**src/rtl/boreal_sram_arbiter.sv**
```systemverilog
// Two-master round-robin arbiter sharing one boreal_sram_tile port between CPU (m0) and DMA (m1).
// Define BOREAL_ARB_TIMEOUT_EN to force an error response after TIMEOUT_CYCLES stalled WAIT cycles.
module boreal_sram_arbiter #(
  parameter int unsigned TIMEOUT_CYCLES = 64
) (
  input  logic        clk,
  input  logic        rst_n,
  input  logic [1:0]  m_req_valid,
  output logic [1:0]  m_req_ready,
  input  logic [1:0]  m_req_we,
  input  logic [63:0] m_req_addr,
  input  logic [63:0] m_req_wdata,
  input  logic [7:0]  m_req_wstrb,
  output logic [1:0]  m_resp_valid,
  output logic [31:0] m_resp_rdata,
  output logic        m_resp_err,
  output logic        s_req_valid,
  output logic        s_req_we,
  output logic [31:0] s_req_addr,
  output logic [31:0] s_req_wdata,
  output logic [3:0]  s_req_wstrb,
  input  logic        s_resp_valid,
  input  logic [31:0] s_resp_rdata,
  input  logic        s_resp_err
);

  typedef enum logic [1:0] {
    S_IDLE = 2'd0,
    S_REQ  = 2'd1,
    S_WAIT = 2'd2
  } state_e;

  if (TIMEOUT_CYCLES == 0) begin : g_bad_timeout
    $error("boreal_sram_arbiter: TIMEOUT_CYCLES must be at least 1");
  end

  state_e      state_q, state_d;
  logic        prio_q, prio_d;
  logic        owner_q, owner_d;
  logic        we_q, we_d;
  logic [31:0] addr_q, addr_d;
  logic [31:0] wdata_q, wdata_d;
  logic [3:0]  wstrb_q, wstrb_d;
  logic [1:0]  resp_valid_q, resp_valid_d;
  logic [31:0] rdata_q, rdata_d;
  logic        err_q, err_d;
  logic        winner;
  logic        accept;

`ifdef BOREAL_ARB_TIMEOUT_EN
  localparam int unsigned CNT_W = $clog2(TIMEOUT_CYCLES + 1);
  // Expiry fires on the edge that ends the TIMEOUT_CYCLES-th WAIT cycle.
  localparam logic [CNT_W-1:0] CNT_LAST = CNT_W'(TIMEOUT_CYCLES - 1);
  logic [CNT_W-1:0] cnt_q, cnt_d;
`endif

  // A lone requester always wins; prio only breaks ties.
  always_comb begin
    case (m_req_valid)
      2'b10:   winner = 1'b1;
      2'b11:   winner = prio_q;
      default: winner = 1'b0;
    endcase
  end

  assign accept      = (state_q == S_IDLE) && (m_req_valid != 2'b00);
  assign m_req_ready = accept ? {winner, ~winner} : 2'b00;

  always_comb begin
    // NOTE: every target gets a default first so no path leaves a latch behind.
    state_d      = state_q;
    prio_d       = prio_q;
    owner_d      = owner_q;
    we_d         = we_q;
    addr_d       = addr_q;
    wdata_d      = wdata_q;
    wstrb_d      = wstrb_q;
    resp_valid_d = 2'b00;
    rdata_d      = rdata_q;
    err_d        = err_q;
`ifdef BOREAL_ARB_TIMEOUT_EN
    cnt_d        = cnt_q;
`endif
    case (state_q)
      S_IDLE: begin
        if (accept) begin
          we_d    = m_req_we[winner];
          addr_d  = winner ? m_req_addr[63:32]  : m_req_addr[31:0];
          wdata_d = winner ? m_req_wdata[63:32] : m_req_wdata[31:0];
          wstrb_d = winner ? m_req_wstrb[7:4]   : m_req_wstrb[3:0];
          owner_d = winner;
          prio_d  = ~winner;
          state_d = S_REQ;
        end
      end
      S_REQ: begin
        state_d = S_WAIT;
`ifdef BOREAL_ARB_TIMEOUT_EN
        cnt_d   = '0;
`endif
      end
      S_WAIT: begin
        if (s_resp_valid) begin
          resp_valid_d = {owner_q, ~owner_q};
          rdata_d      = s_resp_rdata;
          err_d        = s_resp_err;
          state_d      = S_IDLE;
        end
`ifdef BOREAL_ARB_TIMEOUT_EN
        else if (cnt_q == CNT_LAST) begin
          resp_valid_d = {owner_q, ~owner_q};
          rdata_d      = '0;
          err_d        = 1'b1;
          state_d      = S_IDLE;
        end else begin
          cnt_d = cnt_q + CNT_W'(1);
        end
`endif
      end
      default: state_d = S_IDLE;
    endcase
  end

  always_ff @(posedge clk) begin
    // NOTE: sequential state uses non-blocking assignments only, so every register samples pre-edge values.
    if (!rst_n) begin
      state_q      <= S_IDLE;
      prio_q       <= 1'b0;
      owner_q      <= 1'b0;
      we_q         <= 1'b0;
      addr_q       <= '0;
      wdata_q      <= '0;
      wstrb_q      <= '0;
      resp_valid_q <= 2'b00;
      rdata_q      <= '0;
      err_q        <= 1'b0;
`ifdef BOREAL_ARB_TIMEOUT_EN
      cnt_q        <= '0;
`endif
    end else begin
      state_q      <= state_d;
      prio_q       <= prio_d;
      owner_q      <= owner_d;
      we_q         <= we_d;
      addr_q       <= addr_d;
      wdata_q      <= wdata_d;
      wstrb_q      <= wstrb_d;
      resp_valid_q <= resp_valid_d;
      rdata_q      <= rdata_d;
      err_q        <= err_d;
`ifdef BOREAL_ARB_TIMEOUT_EN
      cnt_q        <= cnt_d;
`endif
    end
  end

  assign s_req_valid  = (state_q == S_REQ);
  assign s_req_we     = we_q;
  assign s_req_addr   = addr_q;
  assign s_req_wdata  = wdata_q;
  assign s_req_wstrb  = wstrb_q;
  assign m_resp_valid = resp_valid_q;
  assign m_resp_rdata = rdata_q;
  assign m_resp_err   = err_q;

endmodule

```
**config.mk**
```make
export PLATFORM = sky130hd
export DESIGN_NAME = boreal_sram_arbiter
export DESIGN_NICKNAME = d
export VERILOG_FILES = /design/src/rtl/boreal_sram_arbiter.sv
export SDC_FILE = /design/constraint.sdc
export NUM_CORES = 1
export LEC_CHECK = 0
export ABC_CLOCK_PERIOD_IN_PS = 6000
export CORE_ASPECT_RATIO = 1.1
export CORE_MARGIN = 2
export CORE_UTILIZATION = 40
export DETAILED_ROUTE_END_ITERATION = 6
export PLACE_DENSITY = 0.85
export SLEW_MARGIN = 10
export SYNTH_ARGS = -nofsm -noshare
export SYNTH_HDL_FRONTEND = slang
export SYNTH_SLANG_ARGS = --single-unit
```
**constraint.sdc**
```tcl
create_clock -name clk -period 6 [get_ports clk]
set_input_delay 1.8 -clock clk [delete_from_list [all_inputs] [get_ports clk]]
set_output_delay 1.8 -clock clk [all_outputs]
set_load 0.1 [all_outputs]
```
==> impl_metrics.json, run 1 <==
{
  "critical_path_required_ns": 4.20,
  "hold_ws_ns": 0.455,
  "antenna_found_initial": 2,
  "die_area_um2": 12600,
  "synth_seq_cells": 108,
  "synth_top_area_share_pct": 46.2,
  "instances_no_fill": 964,
  "fin_tns_setup_ns": 0,
  "synth_area_leaders": "dfxtp_1, a31oi_1, nand4_1",
  "drive_gt1_share_pct": 4.31,
  "crit_type": "primary input to output port",
  "slew_headroom_pct": 20.4,
  "start_util_pct": 40.9,
  "io_pins": 283,
  "ff_latch_area_um2": 2160,
  "cts.sink_count": 108,
  "worstSetupEndpointType": "output port",
  "rows": 41,
  "grt_pass1_vias": 5480,
  "period_share_pct": 73.2,
  "yosys_warnings": 0,
  "ys_async_sr_fraction_pct": 0,
  "ys.flop_type": "dfxtp_1",
  "syn_nets": 754,
  "clock.fmax_mhz": 228,
  "post_cts_resized": 0,
  "synth_common_cells": "dfxtp_1, o21ai_1, nand3_1",
  "reg2reg_depth": 4,
  "fin_area_um2": 7730,
  "syn_avg_cell_area_um2": 8.09,
  "post-cts-setup-buffers": 0,
  "synth_edf_count": 0,
  "yosysSeqAreaShare_pct": 46.2,
  "min_path_cells": 2,
  "finalHoldViolCount": 0,
  "p_leak_nw": 2.58,
  "grt_pass1_wl_um": 27400,
  "grt_max_degree": 71,
  "min_path_type": "flop to flop",
  "hold_buffers": 0,
  "fill_cells": 900,
  "cp_max_fo": 3,
  "first_pass_iters": 5,
  "outcome": "finished, final reports clean",
  "setup.worst_path.start_class": "primary input",
  "ctsHtreeMaxLevel": 3,
  "path_clk_slew_ns": 0.07,
  "clock-skew-final_ns": 0.00714,
  "syn_to_final_growth_pct": 65.3,
  "place_congestion": 0.818,
  "grt.total_usage_pct": 26.9,
  "grt-ovfl-total": 0,
  "dieHeight_um": 117,
  "vdd_drop_max_v": 0.000174,
  "wl_per_cell_um": 18.6,
  "finalSetupViolCount": 0,
  "vias": 5719,
  "rsz0062_at_grt": "false",
  "place_area_um2": 7360,
  "final_antenna_net_count": 0,
  "fp.dieW_um": 107,
  "layout.nets": 984,
  "synth.largest_area_cell": "dfxtp_1",
  "powerDensity_nw_per_um2": 300,
  "drt_wl_total_um": 17900,
  "placedCellCount": 946,
  "io_buffers": 282,
  "mappedNetlistArea_um2": 4680,
  "synthCells": 578,
  "cts_buffers": 9,
  "post-route-drc-count": 0,
  "hpwl_um": 12100,
  "core_um2": 11400,
  "multiInputGateArea_um2": 2110,
  "final-max-slew-violation-count": 0,
  "fin_crit_ns": 4.39,
  "root_buffer": "clkbuf_16",
  "ys_types": 25,
  "drtIter0Drc": 435,
  "cts_tree": "built",
  "drv_cap": 0,
  "cts.path.max_buffers": 2,
  "max_slew.worst_pin.slew_ns": 1.19,
  "synth.most_common_cell": "dfxtp_1",
  "clock_latency_ns": 0.34,
  "routed_via_density": 5.93,
  "arrival_ns": 2.59
}
-- worst paths after layout --
| path | from | to | slack (ns) |
|---|---|---|---|
| worst min-delay path | m_resp_rdata[25]$_SDFFE_PN0P_ | m_resp_rdata[25]$_SDFFE_PN0P_ | 0.45 |
| worst min register to register | m_resp_rdata[25]$_SDFFE_PN0P_ | m_resp_rdata[25]$_SDFFE_PN0P_ | 0.45 |
| worst max register to register | state_q[0]$_SDFFE_PN0P_ | s_req_wdata[9]$_SDFFE_PN0P_ | 3.85 |
| worst max-delay path | m_req_valid[1] | m_req_ready[0] | 1.61 |
-- critical path: stages --
cell      delay, ns
buf_2          0.15
a211oi_4       0.25
nand2_1        0.09
inv_1          0.10
buf_12         0.18
-- kinds of logic (layout without fill, tap and decap cells) --
group                  count (synthesis)  after routing  synth area share (%)
AOI/OAI and AO/OA                    176            176                  21.0
buffers and inverters                 75            310                  8.96
DFF                                  108            108                  46.2
other                                  0              1                     0
and+or+nand+nor                      219            219                  23.8
-- final cells by class --
cell class	instances	area share, %
clock inverter	7	1.59
clock buffer	9	2.91
inverter	3	0.162
multi-input combinational	395	27.3
timing repair buffer	291	37.6
sequential	108	28.0
antenna	1	0.0324
tap	150	2.43
-- metal layers --
metal  part of all wire [%]  up-vias  wire [um]  global-route usage [%]
li1                       -     2608          -                       -
met1                     37     2700       6690                    31.5
met2                     51      350       9100                    46.7
met3                    8.0       59       1430                    6.06
met4                    3.6        2        644                    11.1
met5                   0.11        -         19                       0
-- per-stage QoR --
step / util [%] / worst slack [ns] / power [mW]
2_1_floorplan: - / 1.01 / 1.38
3_3_place_gp: 64.4 / 1.60 / 1.63
3_5_place_dp: 64.4 / 1.61 / 1.64
4_1_cts: 67.4 / 1.60 / 2.32
5_1_grt: 67.5 / 1.57 / 2.39
6_report: 67.5 / 1.61 / 2.32
-- sequential cells by signal, indices dropped and copies added (netlist names) --
| name | count |
|---|---|
| s_req_wdata | 32 |
| s_req_wstrb | 4 |
| s_req_addr | 32 |
| owner_q | 1 |
| state_q | 2 |
| m_resp_valid | 2 |
| m_resp_rdata | 32 |
| prio_q | 1 |
| s_req_we | 1 |
| m_resp_err | 1 |
-- layout by cell type (no fill, tap or decap), types with 2 or more instances in the layout --
master | synthesis | layout
buf_2 | 17 | 2
nor2_1 | 2 | 2
nor2_4 | 0 | 2
clkbuf_16 | 0 | 9
buf_4 | 1 | 8
o21ai_1 | 71 | 71
dfxtp_1 | 108 | 108
nand2_1 | 67 | 67
bufinv_16 | 0 | 3
inv_6 | 0 | 2
clkdlybuf4s50_1 | 0 | 278
a21oi_1 | 35 | 35
inv_1 | 2 | 2
nand4_1 | 69 | 69
a31oi_1 | 69 | 69
clkinvlp_4 | 0 | 2
nand3_1 | 70 | 70
buf_12 | 0 | 2
nor3_1 | 2 | 2
-- power breakdown --
| part | switching (mW) | internal [mW] | total, mW | leakage, nW |
|---|---|---|---|---|
| registers | 0.0308 | 0.769 | 0.800 | 0.884 |
| logic | 0.584 | 0.245 | 0.829 | 1.53 |
| clock network | 0.277 | 0.411 | 0.689 | 0.163 |
Note: power is estimated with default switching activity, not from simulation.
==> run 2: changes to the inputs <==
Settings changed: ABC_CLOCK_PERIOD_IN_PS 6000 to 4200, CORE_UTILIZATION 40 to 38, PLACE_DENSITY 0.85 to 0.82.
Clock period 6 ns to 4.2 ns, I/O delays scaled along.
==> impl_metrics.json, run 2 (same netlist as run 1, synthesis figures left out) <==
{
  "outcome": "finished, final reports clean",
  "die_area_um2": 13200,
  "hold_ws_ns": 0.455,
  "ctsHtreeMaxLevel": 3,
  "grt_pass1_wl_um": 26300,
  "finalWorstSetupSlack_ns": 0.855,
  "core_um2": 12000,
  "syn_to_final_growth_pct": 64.7,
  "max_slew.worst_pin.slew_ns": 1.07,
  "root_buffer": "clkbuf_16",
  "final-max-slew-violation-count": 0,
  "cp_max_fo": 4,
  "clock-skew-final_ns": 0.00984,
  "vias": 5556,
  "place_ws_ns": 0.866,
  "cp_num_buf_inv": 3,
  "drtIter0Drc": 452,
  "slew_headroom_pct": 28.7,
  "clock_latency_ns": 0.35,
  "first_pass_iters": 5,
  "clock.fmax_mhz": 299,
  "instances_no_fill": 971,
  "fin_tns_setup_ns": 0,
  "cts_tree": "built",
  "io_buffers": 282,
  "post_cts_resized": 0,
  "critical_path_required_ns": 2.94,
  "post-route-util_pct": 64.0,
  "cts_buffers": 9,
  "finalHoldViolCount": 0,
  "hpwl_um": 11900,
  "post-cts-setup-buffers": 0,
  "drive_gt1_share_pct": 4.78,
  "post-route-drc-count": 0,
  "drv_cap": 0,
  "drt_wl_total_um": 17500,
  "grt.total_usage_pct": 25.2,
  "most-common-layout-cells": "clkdlybuf4s50_1, dfxtp_1, o21ai_1",
  "grt_pass1_vias": 5142,
  "rows": 42,
  "antenna_found_initial": 1,
  "cts.path.max_buffers": 2,
  "wl_per_cell_um": 18.0,
  "placedCellCount": 954,
  "io_pins": 283,
  "final_antenna_net_count": 0,
  "place_area_um2": 7410,
  "setup.worst_path.start_class": "primary input",
  "arrival_ns": 2.09,
  "p_leak_nw": 2.57,
  "fill_cells": 1016,
  "grt-ovfl-total": 0,
  "period_share_pct": 79.6,
  "final_common_cell": "clkdlybuf4s50_1",
  "worstSetupEndpointType": "output port",
  "finalSetupViolCount": 0,
  "crit_slowest_cell": "a211oi_4",
  "dieHeight_um": 120,
  "place_congestion": 0.835,
  "fin_area_um2": 7700,
  "crit_type": "primary input to output port",
  "routed_via_density": 5.72,
  "fin_crit_ns": 3.35,
  "fp.dieW_um": 110,
  "cp_cell_sequence": "buf_2 -> a211oi_4 -> nand2_1 -> inv_1 -> buf_12",
  "start_util_pct": 38.9,
  "layout.nets": 987,
  "powerDensity_nw_per_um2": 412,
  "rsz0062_at_grt": "false",
  "path_clk_slew_ns": 0.07,
  "total_power_mw": 3.18,
  "cts.sink_count": 108,
  "min_path_type": "flop to flop",
  "crit_family": "buffers and inverters",
  "vdd_drop_max_v": 0.000195,
  "slowest_delay_ns": 0.26,
  "hold_buffers": 0,
  "grt_max_degree": 70
}
-- run 2: cell count changes in the layout (fill, tap and decap cells not counted), sizes merged --
cell	previous run	this run
clkdlybuf4s50	278	277
inv	4	7
buf	13	17
bufinv	3	0
-- run 2: worst paths after layout --
check	to	cells past startpoint	start	slack [ns]
worst max-delay path	m_req_ready[0]	5	m_req_valid[1]	0.85
worst min-delay path	m_resp_rdata[24]$_SDFFE_PN0P_	2	m_resp_rdata[24]$_SDFFE_PN0P_	0.45
worst max register to register	s_req_wdata[29]$_SDFFE_PN0P_	4	state_q[1]$_SDFFE_PN0P_	2.15
worst min register to register	m_resp_rdata[24]$_SDFFE_PN0P_	2	m_resp_rdata[24]$_SDFFE_PN0P_	0.45
-- run 2: layout make-up --
cell class	count	area (um^2)	area share [%]
well taps	154	193	2.50
diodes	1	2.50	0.0325
inverters	3	12.5	0.162
clock inverters	7	66.3	0.861
clock buffers	9	225	2.92
multi-input cells	395	2110	27.4
flip-flops and latches	108	2160	28.1
repair buffers	294	2930	38.1
-- run 2: layer usage --
layer,GRT usage [%],share of wire (%)
met2,43.1,50
met1,29.9,37
met4,11.9,3.1
met5,0,0
met3,4.85,8.9
-- run 2: worst min-delay path, cell delays in order (launching register included) --
cell and delay (ns):
dfxtp_1 0.31, nand2_1 0.05, a21oi_1 0.05
-- run 2: power breakdown --
part           total (mW)  switching, mW  internal [mW]
clock network       0.850          0.430          0.420
logic                1.18          0.832          0.352
registers            1.14         0.0433           1.10
total                3.18           1.30           1.87
